### src/rtl/riscv_pkg.sv
// rtl/riscv_pkg.sv - shared RISC-V register-file types and helpers
package riscv_pkg;

    localparam int XLEN     = 32;
    localparam int NUM_REGS = 32;
    localparam int REG_AW   = 5;

    typedef logic [REG_AW-1:0] reg_addr_t;
    typedef logic [XLEN-1:0]   xlen_t;

    function automatic logic [NUM_REGS-1:0] reg_onehot(input reg_addr_t a);
        reg_onehot    = '0;
        reg_onehot[a] = 1'b1;
    endfunction

endpackage

### src/rtl/riscv_scoreboard.sv
// rtl/riscv_scoreboard.sv - per-register busy bits with an in-flight destination counter
module riscv_scoreboard
    import riscv_pkg::*;
#(
    parameter int MAX_INFLIGHT = 4
) (
    input  logic                clk,
    input  logic                reset,
    input  logic                i_set_en,
    input  reg_addr_t           i_set_addr,
    input  logic                i_clr_en,
    input  reg_addr_t           i_clr_addr,
    input  logic                i_fl_en,
    input  reg_addr_t           i_fl_addr,
    output logic [NUM_REGS-1:0] o_busy,
    output logic                o_full
);

    localparam int CNT_W = $clog2(MAX_INFLIGHT + 1);

    logic [NUM_REGS-1:0] r_sb;
    logic [CNT_W-1:0]    r_cnt;

    logic                w_set;
    logic                w_set_new;
    logic                w_clr_wb;
    logic                w_clr_fl;
    logic                w_dec_wb;
    logic                w_dec_fl;
    logic [NUM_REGS-1:0] w_set_mask;
    logic [NUM_REGS-1:0] w_clr_mask;
    logic [CNT_W-1:0]    w_cnt_next;

    always_comb begin
        w_set     = i_set_en && (i_set_addr != '0);
        w_set_new = w_set && !r_sb[i_set_addr];
        w_clr_wb  = i_clr_en && (i_clr_addr != '0) && r_sb[i_clr_addr];
        // A flush and a writeback to the same register must only release one slot.
        w_clr_fl  = i_fl_en && (i_fl_addr != '0) && r_sb[i_fl_addr]
                    && !(w_clr_wb && (i_fl_addr == i_clr_addr));
        // When a new writer claims the register being released, set wins and the count holds.
        w_dec_wb  = w_clr_wb && !(w_set && (i_set_addr == i_clr_addr));
        w_dec_fl  = w_clr_fl && !(w_set && (i_set_addr == i_fl_addr));

        w_set_mask = w_set ? reg_onehot(i_set_addr) : '0;
        w_clr_mask = '0;
        if (w_clr_wb) w_clr_mask = w_clr_mask | reg_onehot(i_clr_addr);
        if (w_clr_fl) w_clr_mask = w_clr_mask | reg_onehot(i_fl_addr);

        w_cnt_next = r_cnt + CNT_W'(w_set_new) - CNT_W'(w_dec_wb) - CNT_W'(w_dec_fl);
    end

    always_ff @(posedge clk or negedge reset) begin
        if (!reset) begin
            r_sb  <= '0;
            r_cnt <= '0;
        end else begin
            r_sb  <= (r_sb & ~w_clr_mask) | w_set_mask;
            r_cnt <= w_cnt_next;
        end
    end

    assign o_busy = r_sb & ~NUM_REGS'(1);
    assign o_full = (r_cnt == CNT_W'(MAX_INFLIGHT));

    a_cnt_max: assert property (@(posedge clk) disable iff (!reset)
        r_cnt <= CNT_W'(MAX_INFLIGHT));
    a_cnt_underflow: assert property (@(posedge clk) disable iff (!reset)
        ({1'b0, r_cnt} + (CNT_W+1)'(w_set_new)) >= ((CNT_W+1)'(w_dec_wb) + (CNT_W+1)'(w_dec_fl)));

endmodule

### src/rtl/riscv_operand_fetch.sv
// rtl/riscv_operand_fetch.sv - hazard-checked operand fetch into a single execute register
// Optional writeback bypass enabled by defining RISCV_OPF_BYPASS_EN.
module riscv_operand_fetch
    import riscv_pkg::*;
#(
    parameter int CTL_W        = 16,
    parameter int MAX_INFLIGHT = 4
) (
    input  logic             clk,
    input  logic             reset,
    input  logic             dec_valid_i,
    output logic             dec_ready_o,
    input  reg_addr_t        dec_rs1_i,
    input  reg_addr_t        dec_rs2_i,
    input  reg_addr_t        dec_rd_i,
    input  logic             dec_rd_wr_i,
    input  logic [CTL_W-1:0] dec_ctl_i,
    output reg_addr_t        rf_rd_p0_o,
    output reg_addr_t        rf_rd_p1_o,
    input  xlen_t            rf_rd_p0_data_i,
    input  xlen_t            rf_rd_p1_data_i,
    input  logic             wb_en_i,
    input  reg_addr_t        wb_addr_i,
    input  xlen_t            wb_data_i,
    input  logic             flush_i,
    output logic             ex_valid_o,
    input  logic             ex_ready_i,
    output xlen_t            ex_rs1_data_o,
    output xlen_t            ex_rs2_data_o,
    output reg_addr_t        ex_rd_o,
    output logic             ex_rd_wr_o,
    output logic [CTL_W-1:0] ex_ctl_o
);

`ifdef RISCV_OPF_BYPASS_EN
    localparam logic BYPASS = 1'b1;
`else
    localparam logic BYPASS = 1'b0;
`endif

    logic             r_ex_valid;
    xlen_t            r_ex_rs1;
    xlen_t            r_ex_rs2;
    reg_addr_t        r_ex_rd;
    logic             r_ex_rd_wr;
    logic [CTL_W-1:0] r_ex_ctl;

    logic [NUM_REGS-1:0] w_busy;
    logic                w_full;
    logic                w_byp_rs1;
    logic                w_byp_rs2;
    logic                w_byp_rd;
    logic                w_busy_rs1;
    logic                w_busy_rs2;
    logic                w_busy_rd;
    logic                w_hazard;
    logic                w_accept;
    xlen_t               w_op1;
    xlen_t               w_op2;

    assign rf_rd_p0_o = dec_rs1_i;
    assign rf_rd_p1_o = dec_rs2_i;

    always_comb begin
        w_byp_rs1 = BYPASS && wb_en_i && (wb_addr_i == dec_rs1_i) && (dec_rs1_i != '0);
        w_byp_rs2 = BYPASS && wb_en_i && (wb_addr_i == dec_rs2_i) && (dec_rs2_i != '0);
        w_byp_rd  = BYPASS && wb_en_i && (wb_addr_i == dec_rd_i)  && (dec_rd_i  != '0);

        w_busy_rs1 = w_busy[dec_rs1_i] && !w_byp_rs1;
        w_busy_rs2 = w_busy[dec_rs2_i] && !w_byp_rs2;
        w_busy_rd  = w_busy[dec_rd_i]  && !w_byp_rd;

        w_hazard = w_busy_rs1 || w_busy_rs2
                   || (dec_rd_wr_i && w_busy_rd)
                   || (dec_rd_wr_i && (dec_rd_i != '0) && w_full);

        dec_ready_o = (!r_ex_valid || ex_ready_i) && !w_hazard && !flush_i;
        w_accept    = dec_valid_i && dec_ready_o;

        // The regfile write lands at the edge, so a same-cycle writeback must come from the bus.
        w_op1 = rf_rd_p0_data_i;
        if (dec_rs1_i == '0)  w_op1 = '0;
        else if (w_byp_rs1)   w_op1 = wb_data_i;
        w_op2 = rf_rd_p1_data_i;
        if (dec_rs2_i == '0)  w_op2 = '0;
        else if (w_byp_rs2)   w_op2 = wb_data_i;
    end

    always_ff @(posedge clk or negedge reset) begin
        if (!reset) begin
            r_ex_valid <= 1'b0;
            r_ex_rs1   <= '0;
            r_ex_rs2   <= '0;
            r_ex_rd    <= '0;
            r_ex_rd_wr <= 1'b0;
            r_ex_ctl   <= '0;
        end else if (flush_i) begin
            r_ex_valid <= 1'b0;
        end else if (w_accept) begin
            r_ex_valid <= 1'b1;
            r_ex_rs1   <= w_op1;
            r_ex_rs2   <= w_op2;
            r_ex_rd    <= dec_rd_i;
            r_ex_rd_wr <= dec_rd_wr_i;
            r_ex_ctl   <= dec_ctl_i;
        end else if (ex_ready_i) begin
            r_ex_valid <= 1'b0;
        end
    end

    riscv_scoreboard #(
        .MAX_INFLIGHT (MAX_INFLIGHT)
    ) u_sb (
        .clk        (clk),
        .reset      (reset),
        .i_set_en   (w_accept && dec_rd_wr_i),
        .i_set_addr (dec_rd_i),
        .i_clr_en   (wb_en_i),
        .i_clr_addr (wb_addr_i),
        .i_fl_en    (flush_i && r_ex_valid && r_ex_rd_wr),
        .i_fl_addr  (r_ex_rd),
        .o_busy     (w_busy),
        .o_full     (w_full)
    );

    assign ex_valid_o    = r_ex_valid;
    assign ex_rs1_data_o = r_ex_rs1;
    assign ex_rs2_data_o = r_ex_rs2;
    assign ex_rd_o       = r_ex_rd;
    assign ex_rd_wr_o    = r_ex_rd_wr;
    assign ex_ctl_o      = r_ex_ctl;

endmodule

### config.mk
export PLATFORM = sky130hd
export DESIGN_NAME = riscv_operand_fetch
export DESIGN_NICKNAME = d
export VERILOG_FILES = /design/src/rtl/riscv_pkg.sv /design/src/rtl/riscv_scoreboard.sv /design/src/rtl/riscv_operand_fetch.sv
export SDC_FILE = /design/constraint.sdc
export NUM_CORES = 1
export LEC_CHECK = 0
export CAP_MARGIN = 30
export CORE_MARGIN = 2
export CORE_UTILIZATION = 45
export DETAILED_ROUTE_END_ITERATION = 7
export DONT_BUFFER_PORTS = 1
export PLACE_DENSITY_LB_ADDON = 0.25
export SYNTH_ARGS = -nofsm -noshare
export SYNTH_HDL_FRONTEND = slang
export SYNTH_SLANG_ARGS = --single-unit
export TNS_END_PERCENT = 100
### constraint.sdc
create_clock -name clk -period 3.3 [get_ports clk]
set_input_delay 0.66 -clock clk [delete_from_list [all_inputs] [get_ports clk]]
set_output_delay 0.66 -clock clk [all_outputs]
set_load 0.02 [all_outputs]
==> impl_metrics.ini <==
[status]
status = finished with violations
violations = hold timing, setup timing

[drt]
drt_pre_antenna_iters = 7
routedWlPerCell_um = 23.37
antenna_left = 0
drt_wl_total_um = 24910
viasPerCell = 6.129
vias = 6534
route.detailed.drc = 0
drtIter0Drc = 678

[final_layout]
final_nets = 971
utilization = 0.5320
diodes = 0
syn_to_final_growth_pct = 16.85
fill_cells = 1512
seqCellArea_um2 = 3063
design_area_um2 = 9074
drive_gt1_frac = 0.2069
layoutNonFillerInstCount = 1066
multiInputGateArea_um2 = 4059

[synth]
synth_top_area_frac = 0.3932
yosysMostFrequentCell = nand2_1
synth_cells = 804
yosysSeqAreaShare = 0.3932
synth-seq-cells = 122
yosys_most_used_dff = dfrtp_1
synth_edf_count = 0
synth_area_um2 = 7765
synth_area_leaders = dfrtp_1 39%, mux2i_1 11%, mux4_2 6.7%
async_flop_share = 1.000
synth_top_cell_by_area = dfrtp_1
syn_nets = 947
synth.distinct_cells = 67
yosys_warnings = 0
avgSynthCellArea_um2 = 9.658
ys_top_cells_by_count = 126 x nand2_1, 122 x dfrtp_1, 99 x inv_1

[sta]
skew_ns = 0.008912
finalCriticalPeriod_ns = 3.318
finalMaxSlewViolations = 0
max_slew_margin = 0.3129
finalSetupViolCount = 1
fin_crit_sh = 1.006
hold_viol_final = 122
tightest_slew_ns = 1.027
timing.final.ws_setup_ns = -0.01849
rsz0062_at_grt = yes
holdWs_ns = -0.06673
fmax_mhz = 301.3

[clock_tree]
clk_latency_ns = 0.42
cts-root-buf = clkbuf_16
ctsLongestPathBuffers = 2
cts_made_buffers = 17
path_clk_slew_ns = 0.06
cts_tree = built
cts_sinks = 122
htree_levels = 4

[power_and_ir_drop]
p_per_area_nw_per_um2 = 851.5
peakVddDrop_uv = 395.3
p_leak_nw = 4.021

[place]
io_buffers = 0
dp.cells = 1025
postPlaceCellArea_um2 = 8230
gp_congestion = 0.9548
dpl.hpwl_um = 18030

[floorplan]
rows = 48
core_um2 = 17060
start_util = 0.4553
dieArea_um2 = 18320
die-width_um = 135.4
top_level_ports = 237
fp.dieH_um = 135.4

[global_routing]
grt-ovfl-total = 0
grt_max_degree = 123
grt_pass1_wl_um = 37120
grt_pass1_vias = 6451
track_usage = 0.2708
grt_antenna_before_repair = 0

[worst_setup_path]
path_class = flip-flop to flip-flop
r2r_setup_slack_ns = -0.02
crit_path_start_kind = flip-flop
crit_fanout = 5
required_ns = 3.60
r2r_cells = 13
cp.arrival_ns = 3.62
reg2reg_to = u_sb.r_cnt[2]$_DFF_PN0_
crit_path_end_kind = flip-flop
r2r_start = u_sb.r_sb[23]$_DFF_PN0_

[min_path]
hold_path.class = input port to async pin

[job]
max-cap-violations = 0
[registers in the layout, summed over array words and instances (netlist names)]
signal         count
ex_rd_o            5
u_sb.r_sb         32
ex_rd_wr_o         1
ex_ctl_o          16
ex_rs2_data_o     32
u_sb.r_cnt         3
ex_rs1_data_o     32
ex_valid_o         1
[through the flow]
stage	TNS [ns]	worst slack [ns]	power, mW
final	-0.01849	-0.01849	7.727
after global routing	-0.09500	-0.08726	8.096
after CTS	-0.04343	-0.04343	7.688
after detailed placement	-0.6011	-0.3357	5.507
after global placement	-0.6296	-0.3433	5.401
after floorplan	-0.9308	-0.4858	4.699
[layer usage]
metal	wire length, µm	vias up	track usage
met1	9662	3215	0.3358
met3	2641	72	0.08941
met5	0	-	0
met4	1025	0	0.1250
met2	11580	391	0.4298
li1	-	2856	-
[worst max path at each step]
stage | slack (ns) | start | to
after global placement | -0.34 | wb_addr_i[0] | u_sb.r_cnt[2]$_DFF_PN0_
final | -0.02 | u_sb.r_sb[23]$_DFF_PN0_ | u_sb.r_cnt[2]$_DFF_PN0_
after detailed placement | -0.34 | wb_addr_i[0] | u_sb.r_cnt[2]$_DFF_PN0_
after global routing | -0.09 | u_sb.r_sb[23]$_DFF_PN0_ | u_sb.r_cnt[2]$_DFF_PN0_
after floorplan | -0.49 | dec_rd_i[0] | u_sb.r_cnt[2]$_DFF_PN0_
after CTS | -0.04 | u_sb.r_sb[23]$_DFF_PN0_ | u_sb.r_cnt[2]$_DFF_PN0_
[layout by cell type, fill, tap and decap left out, drive strengths merged, types with 4 or more instances in the layout]
cell,count
nand3,19
nand3b,4
inv,108
o31ai,37
nor4,4
nand2,126
xnor2,4
and3,4
nor3b,6
o21ai,27
clkbuf,17
mux4,23
dfrtp,122
nand2b,5
a31oi,22
mux2i,86
nor2b,13
or3,5
bufinv,5
o21a,7
nor3,11
buf,72
mux2,32
nor2,17
[critical path, stage by stage (launching register included)]
cell      delay (ns)
dfrtp_2         0.44
buf_12          0.14
mux4_2          0.47
mux2_4          0.28
and3_4          0.19
a211oi_4        0.17
and4_4          0.27
o311ai_4        0.10
fa_2            0.55
inv_2           0.04
ha_4            0.15
ha_4            0.16
xnor2_2         0.12
xnor2_1         0.13
[power breakdown]
part	internal [mW]	switching (mW)
combinational	0.998	1.17
clock	1.37	0.761
sequential	2.13	1.29
[cells by family (layout without fill, tap and decap cells)]
logic type,after synthesis,count (layout),share of synthesized area
flip-flops,122,122,0.3932
AO/OA/AOI/OAI,134,134,0.1260
buffers and inverters,166,203,0.09926
adder cells (fa/ha/maj),4,4,0.007413
XOR/XNOR,7,7,0.007896
AND/OR/NAND/NOR,230,230,0.1423
multiplexers,141,141,0.2240
[area by class of cell]
class,count,share of cell area
multi-input cells,516,0.4473
clock inverters,15,0.02730
well taps,225,0.03103
clock buffers,17,0.04688
flip-flops and latches,122,0.3376
inverters,99,0.04095
repair buffers,72,0.06895
[timing repair]
item / 4_1_cts / 5_1_grt
buffers inserted: 5 / 4
gates cloned: 0 / 0
endpoints found under the hold margin: 122 / 122
resized for setup: 9 / 10
pin swaps: 7 / 5
endpoints found under the setup margin: 2 / 2
Power figures use the tool's default switching activity.
